$ cat src/rtl/prog_loader_if.sv
// Byte-stream, instruction-memory write and core-control signals of prog_loader.
// master drives the stream and start; slave is the loader itself.
interface prog_loader_if;
  logic        start;
  logic        in_valid;
  logic [7:0]  in_data;
  logic        in_ready;
  logic        imem_we;
  logic [31:0] imem_addr;
  logic [31:0] imem_wdata;
  logic        core_rst;
  logic        done;
  logic        error;

  modport master (
    output start, in_valid, in_data,
    input  in_ready, imem_we, imem_addr, imem_wdata, core_rst, done, error
  );

  modport slave (
    input  start, in_valid, in_data,
    output in_ready, imem_we, imem_addr, imem_wdata, core_rst, done, error
  );
endinterface

$ cat src/rtl/prog_loader.sv
// Streams a little-endian program image (16-bit word count header, then words) into
// instruction memory while holding the core in reset. Define PROG_LOADER_CHECKSUM_EN for a trailing XOR checksum byte.
module prog_loader #(
  parameter int DEPTH = 256,
  parameter int CNT_W = 16
) (
  input  logic         clk,
  input  logic         rst,
  prog_loader_if.slave bus
);

  localparam logic [2:0] S_IDLE = 3'd0;
  localparam logic [2:0] S_LEN0 = 3'd1;
  localparam logic [2:0] S_LEN1 = 3'd2;
  localparam logic [2:0] S_DATA = 3'd3;
  localparam logic [2:0] S_DONE = 3'd4;
  localparam logic [2:0] S_ERR  = 3'd5;
`ifdef PROG_LOADER_CHECKSUM_EN
  localparam logic [2:0] S_CHK  = 3'd6;
`else
  // one-cycle hold so core_rst drops only after the final write pulse
  localparam logic [2:0] S_FIN  = 3'd6;
`endif

  logic [2:0]       state;
  logic [CNT_W-1:0] cnt;
  logic [CNT_W-1:0] word_idx;
  logic [1:0]       byte_idx;
  logic [23:0]      asm_q;
  logic             we_q;
  logic [31:0]      addr_q;
  logic [31:0]      wdata_q;
`ifdef PROG_LOADER_CHECKSUM_EN
  logic [7:0]       chk_q;
`endif

  logic        xfer;
  logic [15:0] hdr;
  logic        last_word;
  logic        rdy;

  assign hdr       = {bus.in_data, cnt[7:0]};
  assign last_word = (word_idx == cnt - CNT_W'(1));

  always_comb begin
    rdy = 1'b0;
    case (state)
      S_LEN0, S_LEN1, S_DATA: rdy = 1'b1;
`ifdef PROG_LOADER_CHECKSUM_EN
      S_CHK:                  rdy = 1'b1;
`endif
      default:                rdy = 1'b0;
    endcase
  end

  assign xfer           = bus.in_valid && rdy;
  assign bus.in_ready   = rdy;
  assign bus.imem_we    = we_q;
  assign bus.imem_addr  = addr_q;
  assign bus.imem_wdata = wdata_q;
  assign bus.core_rst   = (state != S_DONE);
  assign bus.done       = (state == S_DONE);
  assign bus.error      = (state == S_ERR);

  always_ff @(posedge clk or posedge rst) begin
    if (rst) begin
      state    <= S_IDLE;
      cnt      <= '0;
      word_idx <= '0;
      byte_idx <= '0;
      asm_q    <= '0;
      we_q     <= 1'b0;
      addr_q   <= '0;
      wdata_q  <= '0;
`ifdef PROG_LOADER_CHECKSUM_EN
      chk_q    <= '0;
`endif
    end else begin
      we_q <= 1'b0;
      case (state)
        S_IDLE, S_DONE, S_ERR: begin
          if (bus.start) begin
            state    <= S_LEN0;
            byte_idx <= '0;
            word_idx <= '0;
          end
        end
        S_LEN0: begin
          if (xfer) begin
            cnt   <= CNT_W'(bus.in_data);
`ifdef PROG_LOADER_CHECKSUM_EN
            chk_q <= bus.in_data;
`endif
            state <= S_LEN1;
          end
        end
        S_LEN1: begin
          if (xfer) begin
            cnt <= CNT_W'(hdr);
`ifdef PROG_LOADER_CHECKSUM_EN
            chk_q <= chk_q ^ bus.in_data;
`endif
            if (hdr == 16'd0)
`ifdef PROG_LOADER_CHECKSUM_EN
              state <= S_CHK;
`else
              state <= S_DONE;
`endif
            else if (32'(hdr) > DEPTH)
              state <= S_ERR;
            else
              state <= S_DATA;
          end
        end
        S_DATA: begin
          if (xfer) begin
`ifdef PROG_LOADER_CHECKSUM_EN
            chk_q <= chk_q ^ bus.in_data;
`endif
            case (byte_idx)
              2'd0: asm_q[7:0]   <= bus.in_data;
              2'd1: asm_q[15:8]  <= bus.in_data;
              2'd2: asm_q[23:16] <= bus.in_data;
              default: begin
                we_q     <= 1'b1;
                addr_q   <= 32'(word_idx) << 2;
                wdata_q  <= {bus.in_data, asm_q};
                word_idx <= word_idx + CNT_W'(1);
                if (last_word)
`ifdef PROG_LOADER_CHECKSUM_EN
                  state <= S_CHK;
`else
                  state <= S_FIN;
`endif
              end
            endcase
            byte_idx <= byte_idx + 2'd1;
          end
        end
`ifdef PROG_LOADER_CHECKSUM_EN
        S_CHK: begin
          if (xfer) state <= (chk_q == bus.in_data) ? S_DONE : S_ERR;
        end
`else
        S_FIN: state <= S_DONE;
`endif
        default: state <= S_IDLE;
      endcase
    end
  end

endmodule

$ cat src/flat_wrapper.sv
// flat-port wrapper written by rule: the top's interface ports become plain ports
module prog_loader_flat 
#(
  parameter int DEPTH = 256,
  parameter int CNT_W = 16
)
  (clk, rst, bus_start, bus_in_valid, bus_in_data, bus_in_ready, bus_imem_we, bus_imem_addr, bus_imem_wdata, bus_core_rst, bus_done, bus_error);
  prog_loader_if bus_i ();
  input  logic clk;
  input  logic rst;
  input wire logic [$bits(bus_i.start)-1:0] bus_start;
  input wire logic [$bits(bus_i.in_valid)-1:0] bus_in_valid;
  input wire logic [$bits(bus_i.in_data)-1:0] bus_in_data;
  output wire logic [$bits(bus_i.in_ready)-1:0] bus_in_ready;
  output wire logic [$bits(bus_i.imem_we)-1:0] bus_imem_we;
  output wire logic [$bits(bus_i.imem_addr)-1:0] bus_imem_addr;
  output wire logic [$bits(bus_i.imem_wdata)-1:0] bus_imem_wdata;
  output wire logic [$bits(bus_i.core_rst)-1:0] bus_core_rst;
  output wire logic [$bits(bus_i.done)-1:0] bus_done;
  output wire logic [$bits(bus_i.error)-1:0] bus_error;
  assign bus_i.start = bus_start;
  assign bus_i.in_valid = bus_in_valid;
  assign bus_i.in_data = bus_in_data;
  assign bus_in_ready = bus_i.in_ready;
  assign bus_imem_we = bus_i.imem_we;
  assign bus_imem_addr = bus_i.imem_addr;
  assign bus_imem_wdata = bus_i.imem_wdata;
  assign bus_core_rst = bus_i.core_rst;
  assign bus_done = bus_i.done;
  assign bus_error = bus_i.error;
  prog_loader #(.DEPTH(DEPTH), .CNT_W(CNT_W)) u_core (.clk(clk), .rst(rst), .bus(bus_i));
endmodule
$ cat config.mk
export PLATFORM = sky130hd
export DESIGN_NAME = prog_loader_flat
export DESIGN_NICKNAME = d
export VERILOG_FILES = /design/src/rtl/prog_loader_if.sv /design/src/rtl/prog_loader.sv /design/src/flat_wrapper.sv
export SDC_FILE = /design/constraint.sdc
export NUM_CORES = 1
export LEC_CHECK = 0
export CORE_AREA = 2 2 119 121
export DETAILED_ROUTE_END_ITERATION = 8
export DIE_AREA = 0 0 121 123
export PLACE_DENSITY = 0.68
export SLEW_MARGIN = 20
export SYNTH_ARGS = -nofsm -noshare
export SYNTH_HDL_FRONTEND = slang
export SYNTH_SLANG_ARGS = --single-unit
export TNS_END_PERCENT = 5
$ cat constraint.sdc
create_clock -name clk -period 8.9 [get_ports clk]
set_clock_uncertainty 0.2 [all_clocks]
set_input_delay 1.78 -clock clk [delete_from_list [all_inputs] [get_ports clk]]
set_output_delay 1.78 -clock clk [all_outputs]
set_load 0.03 [all_outputs]
==> impl_metrics.csv, run 1 <==
group,metric,value,unit
status,status,"complete, no violations",
min_path,min_to,"u_core.bus.imem_wdata[4]",
worst_setup_path,critPathLaunchType,"register",
synthesis,synth.distinct_cells,54,
worst_setup_path,cp_top_family,"buffers and inverters",
worst_setup_path,crit_buf_inv,2,
timing,fin_hold_ws,269,ps
finish,area_growth,18.4,%
floorplan,die_h,123,um
clocking,worstSkewPairLatency,350,ps
power_and_ir_drop,p_leak,3.00,nW
finish,fin_util,0.464,
min_path,holdCritPathClass,"register to register",
synthesis,syn_inst,556,
synthesis,async_reset_ff_frac,1.00,
finish,final_cell_area,6320,sq um
worst_setup_path,crit_type,"register to output pin",
global_routing,antenna_found_initial,0,
synthesis,yosys-top-cells-area,"dfrtp_1, nand2_1, mux2_2, xor2_1, buf_4",
timing,setup_viol,0,
synthesis,syn-cell-area,5330,sq um
worst_setup_path,crit_arrival,2340,ps
timing,timing.slew.headroom,0.385,
placement,dp_slack,4570,ps
global_routing,grt_usage,0.178,
finish,most-common-layout-cells,"nand2_1, dfrtp_1, clkdlybuf4s50_1",
global_routing,grt_pass1_vias,4118,
worst_setup_path,rr_worst_depth,8,
route,wl,12600,um
synthesis,synth_edf_count,0,
route,vias,4087,
finish,layout_commonest_cell,"nand2_1",
floorplan,rows,43,
clocking,cts_root_buffer,"clkbuf_16",
route,viasPerCell,5.19,
floorplan,die_w,121,um
timing,hold_viol,0,
timing,grt_setup_unrepaired,"false",
route,drt_iter0_markers,239,
clocking,htree_levels,3,
worst_setup_path,regToRegStartpoint,"u_core.cnt[0]",
timing,setup_ws,4580,ps
floorplan,ios,81,
route,ant_nets,0,
clocking,ctsResizeCount,0,
timing,max_slew.worst_pin.slew,916,ps
timing,drv_slew,0,
placement,placed_area,6030,sq um
power_and_ir_drop,cellPowerDensity,249,nW/um^2
worst_setup_path,regToRegSetupSlack,5870,ps
synthesis,syn_area_per_cell,9.59,sq um
worst_setup_path,worstPathRequired,6920,ps
placement,place.gp.congestion,0.907,
clocking,cts_setup_buffers,0,
worst_setup_path,r2r_end,"u_core.state[0]",
clocking,cts_buffers,9,
placement,place.port_buffers,64,
floorplan,floorplan.die_area,14900,sq um
synthesis,synth_top_cell_area_share,0.516,
timing,timing.final.crit_share,0.485,
clocking,cts.path.max_buffers,2,
global_routing,grt_pass1_wl,20700,um
synthesis,synth_top_cell_by_area,"dfrtp_1",
worst_setup_path,crit_chain,"clkinv_1, and3_1, clkdlybuf4s50_1",
power_and_ir_drop,ir_drop,0.122,mV
timing,tns,0,ps
synthesis,synthFlopType,"dfrtp_1",
worst_setup_path,critPathMaxFanout,17,
placement,post-dp-hpwl,8610,um
worst_setup_path,cpPeakStageDelay,590,ps
synthesis,synth_seq_area_share,0.516,
route,drt-wirelength-per-cell,15.9,um
timing,fmax,232,MHz
route,drc,0,
flow_run,maxCapViolations,0,
timing,finalCriticalPeriod,4320,ps
clocking,cts_tree,"done",
synthesis,yosysWarningCount,0,
route,first_pass_iters,5,
finish,final_cells,787,
finish,fin_nets,622,
synthesis,ys_ff_latch,110,
floorplan,design.core.area,13600,sq um
placement,dp.cells,772,
clocking,cts_hold_buf,0,
clocking,path_clk_slew,70,ps
min_path,hp-start,"u_core.asm_q[4]",
worst_setup_path,end_kind,"output pin",
min_path,min_path_cells,2,
worst_setup_path,worst_path_max_delay_cell,"clkdlybuf4s50_1",
floorplan,start_util,0.392,
power_and_ir_drop,power,1.57,mW
finish,layout-drive-gt1-share,0.0956,
global_routing,grt_max_degree,66,
global_routing,overflow,0,
clocking,clock_sinks,110,
finish,antenna_cells,0,
==> worst max-delay path by stage <==
| stage | from | end | depth (start not counted) |
|---|---|---|---|
| after global placement | bus_in_valid | u_core.word_idx[15] | 9 |
| final | u_core.state[1] | bus_error | 3 |
| after CTS | u_core.state[1] | bus_in_ready | 3 |
| after global routing | u_core.state[1] | bus_core_rst | 3 |
| after floorplan | rst | u_core.asm_q[0] | 1 |
| after detailed placement | bus_in_valid | u_core.word_idx[11] | 9 |
==> synthesized netlist by cell type, types with 3 or more instances <==
library cell,count
a21oi_1,11
a22oi_1,9
and3_1,3
buf_1,3
buf_2,3
buf_4,16
clkbuf_1,23
dfrtp_1,110
ha_1,7
inv_1,11
mux2_2,32
nand2_1,167
nand2b_1,5
nand3_1,12
nand4_1,7
nor2_1,21
nor2b_1,4
nor3_1,7
nor4_1,9
o21ai_0,23
o22ai_1,3
or3_1,4
or4_1,5
xnor2_1,12
xor2_1,17
==> layer usage <==
| layer | part of all wire | up-vias | GRT usage | wire, um |
|---|---|---|---|---|
| li1 | - | 1921 | - | - |
| met1 | 0.42 | 1996 | 0.216 | 5330 |
| met5 | 0 | - | 0 | 0 |
| met2 | 0.48 | 137 | 0.295 | 6080 |
| met3 | 0.063 | 33 | 0.0512 | 788 |
| met4 | 0.029 | 0 | 0.0799 | 360 |
==> tightest hold or removal path, delay by kind of cell (launching register included) <==
family           cells  cell delay [ps]
DFF                  1              340
and+or+nand+nor      2              100
==> power by group <==
| group | internal, mW | total, mW | switching [mW] |
|---|---|---|---|
| Sequential | 0.594 | 0.706 | 0.112 |
| Clock | 0.206 | 0.389 | 0.183 |
| Combinational | 0.215 | 0.479 | 0.264 |
| Total | 1.01 | 1.57 | 0.559 |
==> final cells by class <==
cell class / instances / area, sq um
Clock buffer: 11 / 253
Clock inverter: 4 / 30.0
Fill cell: 1287 / 7300
Inverter: 12 / 47.5
Multi-Input combinational cell: 402 / 2340
Sequential cell: 110 / 2750
Tap cell: 180 / 225
Timing Repair Buffer: 68 / 671
==> flip-flops by register name (all words and copies together) (netlist names) <==
name	count
u_core.bus.imem_we	1
u_core.state	3
u_core.asm_q	24
u_core.bus.imem_addr	16
u_core.cnt	16
u_core.byte_idx	2
u_core.bus.imem_wdata	32
u_core.word_idx	16
==> logic make-up after synthesis <==
group | synth area share
compound gates | 0.0798
mux | 0.0676
other cells | 0.000703
xor+xnor | 0.0518
simple gates | 0.211
flops | 0.516
buf+inv | 0.0563
fa+ha+maj | 0.0164
Note: power is estimated with default switching activity, not from simulation.
==> run 2, diff against run 1 <==
Clock period 8.9 ns to 4.05 ns, I/O delays scaled along.
==> run 2 against run 1 <==
Compared with the run above: largest power group unchanged; worst hold slack improved by 8.7 ps; utilization rose by 0.18 points; final area rose by 0.40%.
==> impl_metrics.csv, run 2 (synthesized netlist as in run 1, its figures left out) <==
group,metric,value,unit
status,status,"complete, no violations",
power_and_ir_drop,p_leak,3.01,nW
clocking,cts_hold_buf,0,
clocking,ctsResizeCount,0,
clocking,cts_setup_buffers,0,
clocking,clock_sinks,110,
route,viasPerCell,5.17,
finish,area_growth,18.9,%
worst_setup_path,crit_chain,"clkinv_1, nand3_1, clkdlybuf4s50_1",
timing,timing.final.crit_share,0.826,
floorplan,start_util,0.392,
worst_setup_path,regToRegStartpoint,"u_core.cnt[0]",
power_and_ir_drop,cellPowerDensity,545,nW/um^2
worst_setup_path,worst_path_max_delay_cell,"clkdlybuf4s50_1",
finish,most-common-layout-cells,"nand2_1, dfrtp_1, clkdlybuf4s50_1",
timing,fin_hold_ws,277,ps
route,wl,12700,um
floorplan,design.core.area,13600,sq um
timing,drv_slew,0,
power_and_ir_drop,pwr-share-comb,0.300,
flow_run,maxCapViolations,0,
clocking,cts_root_buffer,"clkbuf_16",
worst_setup_path,critPathLaunchType,"register",
worst_setup_path,crit_arrival,2330,ps
power_and_ir_drop,seq_power_share,0.450,
timing,max_slew.worst_pin.slew,809,ps
worst_setup_path,crit_type,"register to output pin",
min_path,hp-start,"u_core.asm_q[0]",
timing,setup_viol,0,
timing,fmax,299,MHz
finish,layout_commonest_cell,"nand2_1",
power_and_ir_drop,p_int,2.26,mW
timing,hold_viol,0,
power_and_ir_drop,p_sw,1.19,mW
clocking,cts_buffers,9,
timing,timing.slew.headroom,0.457,
global_routing,antenna_found_initial,0,
timing,finalCriticalPeriod,3340,ps
finish,fin_nets,624,
clocking,path_clk_slew,70,ps
floorplan,die_w,121,um
route,vias,4081,
timing,tns,0,ps
clocking,htree_levels,3,
finish,layout-drive-gt1-share,0.0936,
placement,post-dp-hpwl,8840,um
worst_setup_path,cpPeakStageDelay,710,ps
clocking,cts.path.max_buffers,2,
finish,antenna_cells,0,
global_routing,grt_pass1_vias,3933,
worst_setup_path,crit_buf_inv,2,
power_and_ir_drop,power,3.45,mW
floorplan,die_h,123,um
worst_setup_path,worstPathRequired,3040,ps
power_and_ir_drop,p_sw_frac,0.346,
route,drc,0,
clocking,worstSkewPairLatency,340,ps
floorplan,ios,81,
global_routing,grt_usage,0.178,
floorplan,floorplan.die_area,14900,sq um
timing,grt_setup_unrepaired,"false",
power_and_ir_drop,ir_drop,0.246,mV
route,first_pass_iters,5,
route,drt_iter0_markers,295,
finish,largest_reg_flops,32,
clocking,cts_tree,"done",
worst_setup_path,end_kind,"output pin",
power_and_ir_drop,pwr-share-clk,0.249,
floorplan,rows,43,
min_path,holdCritPathClass,"register to register",
worst_setup_path,cp_top_family,"buffers and inverters",
route,ant_nets,0,
route,drt-wirelength-per-cell,16.1,um
worst_setup_path,crit_start,"u_core.state[1]",
global_routing,overflow,0,
global_routing,grt_max_degree,59,
worst_setup_path,critPathMaxFanout,17,
global_routing,grt_pass1_wl,20800,um
placement,place.port_buffers,64,
placement,place.gp.congestion,0.870,
run 2: path summary, 6_finish.rpt:
path | end | slack [ps] | cells past startpoint
hold reg to reg | u_core.bus.imem_wdata[0] | 280 | 2
hold / removal | u_core.bus.imem_wdata[0] | 280 | 2
setup / recovery | bus_core_rst | 710 | 3
max in group asynchronous | u_core.bus.imem_addr[9] | 2160 | 3
min in group asynchronous | u_core.bus.imem_wdata[14] | 760 | 2
setup reg to reg | u_core.state[0] | 1040 | 8
run 2: final cells by class:
class                   count  area, sq um
flip-flops and latches    110         2750
repair buffers             70          698
well taps                 180          225
clock buffers              12          236
inverters                  12         47.5
fillers                  1274         7270
multi-input cells         402         2340
clock inverters             3         43.8
run 2: per-layer routing:
metal	wire length, um	track usage
met2	6270	0.298
met5	0	0
met1	5650	0.233
met4	141	0.0472
met3	660	0.0406
run 2: worst min-delay path: stages (launching register included):
cell	delay [ps]
dfrtp_1	350
nand2_1	50
nand2_1	50
run 2: through the flow:
| stage | std cells | cell area [sq um] | utilization | worst slack (ps) |
|---|---|---|---|---|
| after global placement | 774 | 6060 | 0.445 | 947 |
| after detailed placement | 774 | 6060 | 0.445 | 910 |
| after floorplan | 571 | 5390 | - | 138 |
| final | 789 | 6340 | 0.466 | 706 |
| after global routing | 789 | 6340 | 0.466 | 545 |
| after CTS | 789 | 6340 | 0.466 | 727 |
run 2: power groups by stage:
| stage | clock network (mW) | logic, mW | registers, mW |
|---|---|---|---|
| 2_1_floorplan | 0 | 0.843 | 1.49 |
| 3_3_place_gp | 0 | 1.00 | 1.56 |
| 3_5_place_dp | 0 | 1.03 | 1.57 |
| 4_1_cts | 0.881 | 1.04 | 1.55 |
| 5_1_grt | 0.933 | 1.14 | 1.59 |
| 6_report | 0.862 | 1.04 | 1.56 |
